[config.mk]
export PLATFORM = sky130hd
export DESIGN_NAME = ysyx_24100006_axi_arbiter
export DESIGN_NICKNAME = d
export VERILOG_FILES = /design/src/rtl/ysyx_24100006_axi_pkg.sv /design/src/rtl/ysyx_24100006_arb_grant2.sv /design/src/rtl/ysyx_24100006_axi_arbiter.sv
export SDC_FILE = /design/constraint.sdc
export NUM_CORES = 1
export LEC_CHECK = 0
export BUFFER_PORTS_ARGS = -buffer_cell sky130_fd_sc_hd__buf_4
export CORE_AREA = 2 2 142 144
export CTS_CLUSTER_DIAMETER = 30
export DETAILED_ROUTE_END_ITERATION = 8
export DIE_AREA = 0 0 144 146
export PLACE_DENSITY = 0.34
export SLEW_MARGIN = 5
export SYNTH_ARGS = -nofsm -noshare
export SYNTH_HDL_FRONTEND = slang
export SYNTH_SLANG_ARGS = --single-unit
[constraint.sdc]
create_clock -name clk -period 2 [get_ports clk]
set_input_delay 0 -clock clk [delete_from_list [all_inputs] [get_ports clk]]
set_output_delay 0 -clock clk [all_outputs]
set_load 0.01 [all_outputs]
[src/rtl/ysyx_24100006_axi_pkg.sv]
// Shared definitions for the IFU/LSU AXI-Lite arbiter.
//   state_e     : arbiter FSM states
//   RESP_*      : AXI response codes (passed through untouched by the arbiter)
//   OWNER_*     : encoding of the owner register (0 = IFU/m0, 1 = LSU/m1)
package ysyx_24100006_axi_pkg;

  typedef enum logic [2:0] {
    StIdle,
    StRdAddr,
    StRdData,
    StWrAddr,
    StWrResp
  } state_e;

  localparam logic [1:0] RESP_OKAY   = 2'b00;
  localparam logic [1:0] RESP_EXOKAY = 2'b01;
  localparam logic [1:0] RESP_SLVERR = 2'b10;
  localparam logic [1:0] RESP_DECERR = 2'b11;

  localparam logic OWNER_IFU = 1'b0;
  localparam logic OWNER_LSU = 1'b1;

endpackage

[src/rtl/ysyx_24100006_arb_grant2.sv]
// Combinational two-way grant.
//   req_i[1:0] : request from m1 (bit 1) and m0 (bit 0)
//   last_i     : owner of the most recently completed transaction
//   gnt_o[1:0] : one-hot grant, zero when nobody requests
// Build option ARB_RR_EN: when defined, a tie goes to !last_i (round-robin);
// otherwise m1 (LSU) always wins a tie and last_i is ignored.
module ysyx_24100006_arb_grant2 (
  input  logic [1:0] req_i,
  input  logic       last_i,
  output logic [1:0] gnt_o
);

`ifndef ARB_RR_EN
  logic unused_last;
  assign unused_last = last_i;
`endif

  always_comb begin
    gnt_o = 2'b00;
    case (req_i)
      2'b01:   gnt_o = 2'b01;
      2'b10:   gnt_o = 2'b10;
      2'b11: begin
`ifdef ARB_RR_EN
        gnt_o = last_i ? 2'b01 : 2'b10;
`else
        gnt_o = 2'b10;
`endif
      end
      default: gnt_o = 2'b00;
    endcase
  end

endmodule

[src/rtl/ysyx_24100006_axi_arbiter.sv]
// 2-master -> 1-slave AXI-Lite arbiter. m0 (IFU) is read-only, m1 (LSU) reads and writes.
// One transaction is in flight at a time; the grant is held until the slave's R or B handshake.
// Ports:
//   clk, reset        : rising-edge clock, synchronous active-low reset
//   m0_ar*/m0_r*      : IFU read address / read data channels
//   m1_ar*/m1_r*      : LSU read address / read data channels
//   m1_aw*/m1_w*/m1_b*: LSU write address / write data / write response channels
//   s_*               : downstream slave port (this block is the master)
// Build option ARB_RR_EN selects round-robin tie breaking (see ysyx_24100006_arb_grant2);
// without it m1 wins every tie.
module ysyx_24100006_axi_arbiter
  import ysyx_24100006_axi_pkg::*;
#(
  parameter int unsigned ADDR_W = 32,
  parameter int unsigned DATA_W = 32
) (
  input  logic                clk,
  input  logic                reset,
  // m0 (IFU) read
  input  logic                m0_arvalid,
  output logic                m0_arready,
  input  logic [ADDR_W-1:0]   m0_araddr,
  output logic                m0_rvalid,
  input  logic                m0_rready,
  output logic [DATA_W-1:0]   m0_rdata,
  output logic [1:0]          m0_rresp,
  // m1 (LSU) read
  input  logic                m1_arvalid,
  output logic                m1_arready,
  input  logic [ADDR_W-1:0]   m1_araddr,
  output logic                m1_rvalid,
  input  logic                m1_rready,
  output logic [DATA_W-1:0]   m1_rdata,
  output logic [1:0]          m1_rresp,
  // m1 (LSU) write
  input  logic                m1_awvalid,
  output logic                m1_awready,
  input  logic [ADDR_W-1:0]   m1_awaddr,
  input  logic                m1_wvalid,
  output logic                m1_wready,
  input  logic [DATA_W-1:0]   m1_wdata,
  input  logic [DATA_W/8-1:0] m1_wstrb,
  output logic                m1_bvalid,
  input  logic                m1_bready,
  output logic [1:0]          m1_bresp,
  // downstream slave
  output logic                s_arvalid,
  input  logic                s_arready,
  output logic [ADDR_W-1:0]   s_araddr,
  input  logic                s_rvalid,
  output logic                s_rready,
  input  logic [DATA_W-1:0]   s_rdata,
  input  logic [1:0]          s_rresp,
  output logic                s_awvalid,
  input  logic                s_awready,
  output logic [ADDR_W-1:0]   s_awaddr,
  output logic                s_wvalid,
  input  logic                s_wready,
  output logic [DATA_W-1:0]   s_wdata,
  output logic [DATA_W/8-1:0] s_wstrb,
  input  logic                s_bvalid,
  output logic                s_bready,
  input  logic [1:0]          s_bresp
);

  state_e state_q, state_d;
  logic   owner_q, owner_d;
  logic   last_q, last_d;
  logic   aw_done_q, aw_done_d;
  logic   w_done_q, w_done_d;

  logic [1:0] req, gnt;
  logic       s_ar_hs, s_r_hs, s_aw_hs, s_w_hs, s_b_hs;

  // m1 only counts as a write requester once both AW and W are offered.
  assign req = {m1_arvalid | (m1_awvalid & m1_wvalid), m0_arvalid};

  ysyx_24100006_arb_grant2 u_grant (
    .req_i  (req),
    .last_i (last_q),
    .gnt_o  (gnt)
  );

  assign s_ar_hs = s_arvalid & s_arready;
  assign s_r_hs  = s_rvalid  & s_rready;
  assign s_aw_hs = s_awvalid & s_awready;
  assign s_w_hs  = s_wvalid  & s_wready;
  assign s_b_hs  = s_bvalid  & s_bready;

  // State register.
  always_ff @(posedge clk) begin
    if (!reset) begin
      state_q   <= StIdle;
      owner_q   <= OWNER_IFU;
      last_q    <= OWNER_LSU;  // so the first round-robin tie goes to m0
      aw_done_q <= 1'b0;
      w_done_q  <= 1'b0;
    end else begin
      state_q   <= state_d;
      owner_q   <= owner_d;
      last_q    <= last_d;
      aw_done_q <= aw_done_d;
      w_done_q  <= w_done_d;
    end
  end

  // Next-state logic.
  always_comb begin
    state_d   = state_q;
    owner_d   = owner_q;
    last_d    = last_q;
    aw_done_d = aw_done_q;
    w_done_d  = w_done_q;
    unique case (state_q)
      StIdle: begin
        if (gnt != 2'b00) begin
          owner_d   = gnt[1] ? OWNER_LSU : OWNER_IFU;
          aw_done_d = 1'b0;
          w_done_d  = 1'b0;
          // m1 offering both a read and a write is served read first.
          state_d   = (gnt[1] && !m1_arvalid) ? StWrAddr : StRdAddr;
        end
      end
      StRdAddr: begin
        if (s_ar_hs) state_d = StRdData;
      end
      StRdData: begin
        if (s_r_hs) begin
          state_d = StIdle;
          last_d  = owner_q;
        end
      end
      StWrAddr: begin
        if (s_aw_hs) aw_done_d = 1'b1;
        if (s_w_hs)  w_done_d  = 1'b1;
        if ((aw_done_q | s_aw_hs) && (w_done_q | s_w_hs)) state_d = StWrResp;
      end
      StWrResp: begin
        if (s_b_hs) begin
          state_d = StIdle;
          last_d  = OWNER_LSU;
        end
      end
      default: state_d = StIdle;
    endcase
  end

  // Channel muxes. Everything not owned in the current state stays at zero; reset forces all
  // outputs low combinationally so nothing leaks out while reset is held.
  always_comb begin
    m0_arready = 1'b0;
    m0_rvalid  = 1'b0;
    m0_rdata   = '0;
    m0_rresp   = '0;
    m1_arready = 1'b0;
    m1_rvalid  = 1'b0;
    m1_rdata   = '0;
    m1_rresp   = '0;
    m1_awready = 1'b0;
    m1_wready  = 1'b0;
    m1_bvalid  = 1'b0;
    m1_bresp   = '0;
    s_arvalid  = 1'b0;
    s_araddr   = '0;
    s_rready   = 1'b0;
    s_awvalid  = 1'b0;
    s_awaddr   = '0;
    s_wvalid   = 1'b0;
    s_wdata    = '0;
    s_wstrb    = '0;
    s_bready   = 1'b0;
    if (reset) begin
      unique case (state_q)
        StRdAddr: begin
          if (owner_q == OWNER_LSU) begin
            s_arvalid  = m1_arvalid;
            s_araddr   = m1_araddr;
            m1_arready = s_arready;
          end else begin
            s_arvalid  = m0_arvalid;
            s_araddr   = m0_araddr;
            m0_arready = s_arready;
          end
        end
        StRdData: begin
          if (owner_q == OWNER_LSU) begin
            m1_rvalid = s_rvalid;
            m1_rdata  = s_rdata;
            m1_rresp  = s_rresp;
            s_rready  = m1_rready;
          end else begin
            m0_rvalid = s_rvalid;
            m0_rdata  = s_rdata;
            m0_rresp  = s_rresp;
            s_rready  = m0_rready;
          end
        end
        StWrAddr: begin
          // Each half is masked once accepted, so the slave sees exactly one AW and one W.
          s_awvalid  = m1_awvalid & ~aw_done_q;
          s_awaddr   = m1_awaddr;
          m1_awready = s_awready & ~aw_done_q;
          s_wvalid   = m1_wvalid & ~w_done_q;
          s_wdata    = m1_wdata;
          s_wstrb    = m1_wstrb;
          m1_wready  = s_wready & ~w_done_q;
        end
        StWrResp: begin
          m1_bvalid = s_bvalid;
          m1_bresp  = s_bresp;
          s_bready  = m1_bready;
        end
        default: ;
      endcase
    end
  end

endmodule

Yosys cells after proc, flatten, opt, wreduce, memory -nomap -nowiden --
Index checks and enable logic that the tools add are counted.
Word-level totals: output and inout bits 182, bits in registers 6, logic and storage cells 111, bits of input ports 182
Cells by class: eq/ne operators 14, reduce and logical (&&, ||, !) cells 11, bitwise gates (word level) 15, mux-type cells 67
Operators with widths (count):
- 2-to-1 mux 32 bit | 13
- 2-to-1 mux 1 bit | 34
- 2-to-1 mux 2 bit | 9
- 2-to-1 mux 3 bit | 5
- case mux 3 bit (5 select lines) | 1
- != test 2 bit, second input constant | 7
- bitwise AND 1 bit | 10
- 2-to-1 mux 4 bit | 2
- equality test 3 x 2 -> 1 bit, second input constant | 2
- AND reduction 3 bit | 2
- AND reduction 5 bit | 1
- equality test 2 bit, second input constant | 2
- case mux 1 bit (2 select lines) | 2
- case mux 2 bit (2 select lines) | 1
- nonzero test 2 bit | 2
- equality test 3 x 1 -> 1 bit, second input constant | 1
- equality test 3 bit, second input constant | 1
- zero test 3 bit | 1
- bitwise OR 1 bit | 3
- equality test 2 x 1 -> 1 bit, second input constant | 1
- logical AND 1 bit | 2
- inverter 1 bit | 2
- AND reduction 2 bit | 1
- OR reduction 2 bit | 1
- zero test 1 bit | 1

Logic depth before layout (Yosys ltp) --
Gate-level depths: netlist (run 1).
word-level depth 9, mapped depth 6, mapped depth without buffers 5

Cells and area by module --
A second synthesis (run 1) with hierarchy kept.
Unflattened totals: cells, all modules 302, area total of the unflattened synthesis 1968.1 um^2
Modules (own cells, without submodules):
- ysyx_24100006_axi_arbiter | times used 1, cells each 300, sequential area each 140.1 um^2, area an instance 1958.1 um^2
- ysyx_24100006_arb_grant2 | times used 1, cells each 2, sequential area each 0.0 um^2, area an instance 10.0 um^2

Least setup slack after synthesis (run 1) --
OpenSTA, ideal clock, no wires.
kind register to register, start point register state_q[1], end point register state_q[2], cell stages (with the launch flop) 6, path buffers 0, data arrival time 1.199 ns, path slack 0.677 ns, cells stage by stage dfxtp_1 > nor3_2 > or3b_1 > o311ai_2 > nor2_2 > mux2i_1
On the way: word-level cells in the longest chain between the ends 8, elaborated cells between the ends (all ways) 30, classes of those cells eq/ne: 9; mux: 11; bitwise: 7; reduce/logical: 3
Ends and longest elaborated chain:
- start, declared | line ysyx_24100006_axi_arbiter.sv:66 | state_e state_q, state_d;
- start signal, assigned | line ysyx_24100006_axi_arbiter.sv:93 | state_q <= StIdle;
- start signal, assigned | line ysyx_24100006_axi_arbiter.sv:99 | state_q <= state_d;
- equality test 3 x 2 -> 1 bit | line ysyx_24100006_axi_arbiter.sv:114, ysyx_24100006_axi_arbiter.sv:173
- 2-to-1 mux 1 bit | line ysyx_24100006_axi_arbiter.sv:173 | unique case (state_q)
- 2-to-1 mux 1 bit | line ysyx_24100006_axi_arbiter.sv:172 | if (reset) begin
- bitwise AND 1 bit, on equally long branches | line ysyx_24100006_axi_arbiter.sv:86, ysyx_24100006_axi_arbiter.sv:87
- bitwise OR 1 bit | line ysyx_24100006_axi_arbiter.sv:136 | if ((aw_done_q | s_aw_hs) && (w_done_q | s_w_hs)) state_d = StWrResp;
- logical AND 1 bit | line ysyx_24100006_axi_arbiter.sv:136
- != test 2 bit (no line)
- AND reduction 5 bit (no line)
Parallel ways exist; a longest one is shown, timed or not. A chain may end at the register's enable or synchronous reset.

Worst setup path in the final report (run 1) --
start point register state_q[2], end point output port m1_rresp[1]
On the way: word-level cells in the longest chain between the ends 3
Ends and longest elaborated chain:
- equality test 3 x 2 -> 1 bit
- 2-to-1 mux 2 bit | line ysyx_24100006_axi_arbiter.sv:173
- 2-to-1 mux 2 bit | line ysyx_24100006_axi_arbiter.sv:172
- end, declared | line ysyx_24100006_axi_arbiter.sv:34 | output logic [1:0] m1_rresp,
No other way between the ends.

==> results of run 1 <==
## path summary, 6_finish.rpt
path,depth (start not counted),to
worst max-delay path,6,m1_rresp[1]
worst min register to register,2,aw_done_q
worst min-delay path,3,aw_done_q
worst max register to register,5,state_q[2]
## worst max-delay path, cell delays in order (launching register included)
cell,delay (ns)
dfxtp_1,0.37
and2b_4,0.32
nand3b_1,0.17
nor2_2,0.12
buf_4,0.31
and2_1,0.20
buf_4,0.13
## per-stage QoR
step                      hold slack (ns)   util  power (W)  instances  setup slack [ns]
after floorplan                     0.144      -   0.000964        291             0.677
after global placement              0.286  0.255    0.00175        903             0.416
after detailed placement            0.283  0.255    0.00174        903             0.424
after CTS                           0.106  0.259    0.00208        906             0.177
after global routing                0.109  0.259    0.00220        906            0.0690
final                              0.0990  0.259    0.00205        907             0.144
## metal layers
layer	wire length [µm]	track usage	up-vias
li1	-	-	1629
met1	5060	0.125	1405
met4	126	0.0211	0
met3	1150	0.0188	15
met5	0	0	-
met2	7660	0.245	194
## registers in the layout (all words and copies together), names as in the netlist
register,flops
state_q,3
aw_done_q,1
owner_q,1
w_done_q,1
## logic make-up after synthesis
group,count (synthesis)
flip-flops,6
AO/OA/AOI/OAI,12
buffers and inverters,25
AND/OR/NAND/NOR,212
multiplexers,36
## power by group through the flow
stage / logic, W / clock network, W / registers, W
final: 0.00152 / 0.000335 / 0.000200
after global routing: 0.00165 / 0.000342 / 0.000204
after CTS: 0.00155 / 0.000337 / 0.000198
after detailed placement: 0.00154 / 0 / 0.000199
after global placement: 0.00155 / 0 / 0.000201
after floorplan: 0.000794 / 0 / 0.000170
## area by class of cell
class | count | share of cell area
Multi-Input combinational cell | 260 | 0.338
Clock buffer | 3 | 0.0150
Timing Repair Buffer | 369 | 0.554
Tap cell | 265 | 0.0662
Sequential cell | 6 | 0.0242
Antenna cell | 1 | 0.000500
Inverter | 3 | 0.00225
## placed cells by master (no fill, tap or decap), types with 4 or more instances in the layout
cell / count
mux2i_1: 36
buf_4: 369
dfxtp_1: 5
nor2_1: 34
nor3b_1: 5
nand2_1: 8
nor2b_1: 4
and2_1: 142
==> metrics.csv, run 1 <==
stage,metric,value,unit
outcome,status,"finished, final reports clean",
floorplanning,io pins,364,
worst_setup_path,top fanout value on the critical path,35,
worst_hold_path,HP Start,m1_awvalid,
logic_synthesis,Post-synth EDFFs,0,
logic_synthesis,Post-synth ARST share,0,
logic_synthesis,post-synthesis sequential area ratio,0.0623,
logic_synthesis,"top cells by area, synth","and2_1 46%, mux2i_1 19%, nor2_1 6.6%",
drt,drt first pass iters,5,
job,number of max-cap violations,0,
clock_tree,H-Tree Depth,1,
timing,Max-slew headroom,0.665,
drt,Initial DRC Count,93,
global_routing,initial antenna violation count,0,
global_routing,Global Route Usage Sum,0.119,
logic_synthesis,Synth Area in Compound Gates,0.0448,
power,Leakage,2.71,nW
drt,Residual DRC,0,
timing,RSZ-0062 raised after global routing,false,
clock_tree,TritonCTS Sinks,6,
clock_tree,worst skew pair latency,0.24,ns
layout,layout cells sized above 1,0.596,
global_routing,vias in the first global route,3093,
power,sequential power share,0.097,
worst_setup_path,CP Launch Type,flip-flop,
power,P per Cell Area,410,mW/mm²
global_routing,first-pass GRT wire length,19100,µm
drt,routed len/inst,15.4,µm
logic_synthesis,Synth Area in Adders,0,
timing,Sum Neg Setup Slack,0,ns
logic_synthesis,cell taking the most area after synthesis,and2_1,
clock_tree,clk root buf,clkbuf_16,
drt,vias per cell,3.58,
worst_setup_path,crit end category,primary output,
global_routing,largest net degree at the start of global routing,69,
timing,Setup Viol. Count Final,0,
logic_synthesis,Post-synth top cells,"142 x and2_1, 36 x mux2i_1, 34 x nor2_1",
worst_setup_path,FF-to-FF Start,state_q[0],
power,Net Sw Frac,0.399,
worst_hold_path,Hold Crit Class,input port to flip-flop,
timing,fmax,539,MHz
logic_synthesis,largest family of logic cells by synthesized area,simple AND/OR/NAND/NOR gates,
timing,Worst Tran Pin Value,0.503,ns
timing,max-slew violation count,0,
logic_synthesis,top_reg_cell synth,dfxtp_1,
floorplanning,DIE AREA,0.0210,mm²
logic_synthesis,Synth Net Count,473,
logic_synthesis,Yosys reg bits,6,
placed_design,Post-DP Area,0.00493,mm²
drt,vias post-DR,3243,
layout,area occupied by multi-input gates,0.00169,mm²
floorplanning,Core Rows,51,
layout,Fill cells,2191,
layout,nets@finish,825,
floorplanning,initial core utilization,0.0997,
global_routing,GRT overflow,0,
logic_synthesis,"Avg Cell Area, Syn",6.62,µm²
layout,flip-flop and latch area,121,µm²
timing,fin crit share,0.928,
placed_design,routability cong.,0.865,
clock_tree,Max clock buf depth,2,
drt,Routed Antenna Nets,0,
power,NetSw,0.000820,W
worst_setup_path,R2R setup slack,0.46,ns
logic_synthesis,post-synthesis cell count,291,
logic_synthesis,proportion of synthesized area in mux cells,0.187,
placed_design,number of port buffers,363,
logic_synthesis,xor-xnor portion of the synthesized cell area,0,
clock_tree,Num CTS Buffers,3,
floorplanning,Core ar.,0.0193,mm²
power,VDD IR max,192,µV
logic_synthesis,mapped cell area,0.00193,mm²
floorplanning,Die Height,146,µm
worst_setup_path,CP Class,flip-flop to primary output,
clock_tree,CTS tree,built,
layout,synthesis-to-layout area growth,160,%
timing,"Hold Violations, Final",0,
clock_tree,hold buffers post-CTS,0,
power,clock share of power,0.163,
timing,final worst path period need,1.86,ns
worst_setup_path,Worst setup startpoint,state_q[2],
drt,routed wire length,14000,µm
worst_setup_path,WP data required,2.00,ns
logic_synthesis,Post-Synth Simple-Gate Area,0.647,
clock_tree,post-CTS setup buffer count,0,
power,internal power,0.00123,W
power,Gate power share,0.740,
logic_synthesis,top cell type's share of synthesized area,0.461,
logic_synthesis,most frequent cell after synthesis,and2_1,
logic_synthesis,"Distinct cells, synth",32,
worst_setup_path,WP data arrival,1.86,ns
logic_synthesis,Ys Warns,0,
clock_tree,cts repair resizes,0,
floorplanning,Die W,144,µm
timing,clk_skew,0.00467,ns
placed_design,DPL Wire Length,12300,µm
clock_tree,clock slew at reported path FFs,0.04,ns
layout,Finished Cell Area,0.00500,mm²
Note: power is estimated with default switching activity, not from simulation.
==> run 2, diff against run 1 <==
- BUFFER_PORTS_ARGS: -buffer_cell sky130_fd_sc_hd__buf_4 -> -buffer_cell sky130_fd_sc_hd__buf_2
==> metrics.csv, run 2 (synthesis results as in run 1) <==
stage,metric,value,unit,change
outcome,status,"finished, final reports clean",,
global_routing,first-pass GRT wire length,16800,µm,-12%
drt,length of routed met2 wiring,6500,µm,-15%
layout,nets@finish,828,,+0.36%
power,Gate power share,0.710,,-0.030
timing,final worst path period need,1.84,ns,-0.0134 ns
layout,"commonest non-fill, non-tap cell in the layout",buf_2,,
clock_tree,clock slew at reported path FFs,0.03,ns,about the same
layout,most frequent cells in the layout,"363 x buf_2, 142 x and2_1, 36 x mux2i_1",,
floorplanning,Die W,144,µm,unchanged
worst_setup_path,FF-to-FF Start,state_q[0],,
worst_setup_path,crit end category,primary output,,
global_routing,GRT overflow,0,,unchanged
clock_tree,cts repair resizes,0,,unchanged
drt,Initial DRC Count,53,,-43%
clock_tree,Num CTS Buffers,3,,unchanged
worst_setup_path,top fanout value on the critical path,35,,unchanged
timing,Max-slew headroom,0.736,,+0.0711
floorplanning,Core ar.,0.0193,mm²,unchanged
global_routing,largest net degree at the start of global routing,36,,-48%
worst_setup_path,WP data arrival,1.84,ns,-0.02 ns
floorplanning,initial core utilization,0.0997,,unchanged
global_routing,Global Route Usage Sum,0.104,,-0.0149
layout,max reg flops,3,,unchanged
timing,Sum Neg Setup Slack,0,ns,unchanged
drt,routed wire length,12200,µm,-13%
clock_tree,CTS tree,built,,
floorplanning,DIE AREA,0.0210,mm²,unchanged
drt,vias post-DR,3131,,-3.5%
timing,fmax,543,MHz,+0.72%
clock_tree,post-CTS setup buffer count,0,,unchanged
job,number of max-cap violations,0,,unchanged
placed_design,Post-DP Area,0.00405,mm²,-18%
timing,setup ws final,0.157,ns,+0.0134 ns
placed_design,DPL Wire Length,10800,µm,-12%
timing,RSZ-0062 raised after global routing,false,,
layout,Finished Cell Area,0.00413,mm²,-17%
timing,Worst Tran Pin Value,0.392,ns,-0.111 ns
global_routing,initial antenna violation count,2,,+2
worst_setup_path,Worst setup startpoint,state_q[1],,
clock_tree,worst skew pair latency,0.23,ns,about the same
layout,fin util,0.214,,-0.0450
clock_tree,H-Tree Depth,1,,unchanged
layout,register bank with the most flops,state_q,,
drt,drt first pass iters,5,,unchanged
placed_design,routability cong.,0.780,,-9.9%
power,NetSw,0.000791,W,-3.5%
floorplanning,Die Height,146,µm,unchanged
drt,top routing layer in use,met4,,
worst_setup_path,CP Class,flip-flop to primary output,,
drt,Met3 Wirelength,974,µm,-15%
clock_tree,Max clock buf depth,2,,unchanged
power,VDD IR max,170,µV,-11%
floorplanning,io pins,364,,unchanged
power,clock share of power,0.177,,+0.014
timing,clk_skew,0.00127,ns,-0.00340 ns
worst_setup_path,WP data required,2.00,ns,about the same
floorplanning,Core Rows,51,,unchanged
drt,M1 WL,4650,µm,-8.1%
timing,max-slew violation count,0,,unchanged
power,internal power,0.00103,W,-17%
drt,vias per cell,3.44,,-3.9%
power,P per Cell Area,440,mW/mm²,+7.1%
worst_setup_path,CP Launch Type,flip-flop,,
power,sequential power share,0.114,,+0.017
layout,synthesis-to-layout area growth,115,%,
power,Leakage,2.59,nW,-4.4%
timing,fin crit share,0.921,,-0.00668
timing,Setup Viol. Count Final,0,,unchanged
global_routing,vias in the first global route,2923,,-5.5%
power,Net Sw Frac,0.435,,+0.0364
drt,Residual DRC,0,,unchanged
placed_design,dpl ws,0.402,ns,-0.0220 ns
worst_hold_path,HP Start,s_awready,,
layout,Fill cells,2259,,+3.1%
layout,layout cells sized above 1,0.598,,+0.00188
drt,Routed Antenna Nets,0,,unchanged
clock_tree,clk root buf,clkbuf_16,,
timing,"Hold Violations, Final",0,,unchanged
clock_tree,hold buffers post-CTS,0,,unchanged
placed_design,number of port buffers,363,,unchanged
clock_tree,TritonCTS Sinks,6,,unchanged
drt,routed len/inst,13.4,µm,-13%
worst_hold_path,Hold Crit Class,input port to flip-flop,,
==> run 2: changes by cell type in the layout (fill, tap and decap cells not counted) <==
cell | previous run | this run
buf_2 | 0 | 363
buf_4 | 369 | 8
buf_12 | 0 | 1
diode_2 | 1 | 2
==> run 2: worst max-delay path, cell delays in order (launching register included) <==
cell	delay, ns
dfxtp_1	0.46
and2b_4	0.24
nand3b_1	0.17
nor2_2	0.11
buf_4	0.28
and2_1	0.20
buf_2	0.14
==> run 2: final cells by class <==
class                   count  area [µm²]  area share
diodes                      2        5.00     0.00121
clock buffers               3        75.1      0.0182
inverters                   3        11.3     0.00272
multi-input cells         260        1690       0.410
flip-flops and latches      6         121      0.0294
well taps                 265         332      0.0802
repair buffers            372        1900       0.459
==> run 2: worst paths after layout <==
| path | to | slack, ns | cells past startpoint |
|---|---|---|---|
| worst max-delay path | m0_rdata[30] | 0.16 | 6 |
| worst min register to register | aw_done_q | 0.52 | 2 |
| worst max register to register | state_q[2] | 0.44 | 5 |
| worst min-delay path | aw_done_q | 0.11 | 3 |
==> run 2: per-layer routing <==
layer	vias to the layer above	global-route usage
met2	177	0.210
met4	0	0.0211
met5	-	0
met1	1309	0.113
met3	7	0.0155
li1	1638	-
==> run 2: through the flow <==
| stage | power (W) | std cells | hold WS, ns |
|---|---|---|---|
| floorplan | 0.000964 | 291 | 0.144 |
| global placement | 0.00154 | 906 | 0.284 |
| detailed placement | 0.00152 | 906 | 0.283 |
| CTS | 0.00185 | 909 | 0.116 |
| global route | 0.00198 | 910 | 0.148 |
| finish | 0.00182 | 911 | 0.112 |
==> run 2: power by group through the flow <==
stage,Clock (W),Combinational [W],Sequential (W)
after floorplan,0,0.000794,0.000170
after global placement,0,0.00133,0.000211
after detailed placement,0,0.00131,0.000207
after CTS,0.000330,0.00132,0.000206
after global routing,0.000333,0.00143,0.000214
final,0.000321,0.00129,0.000206
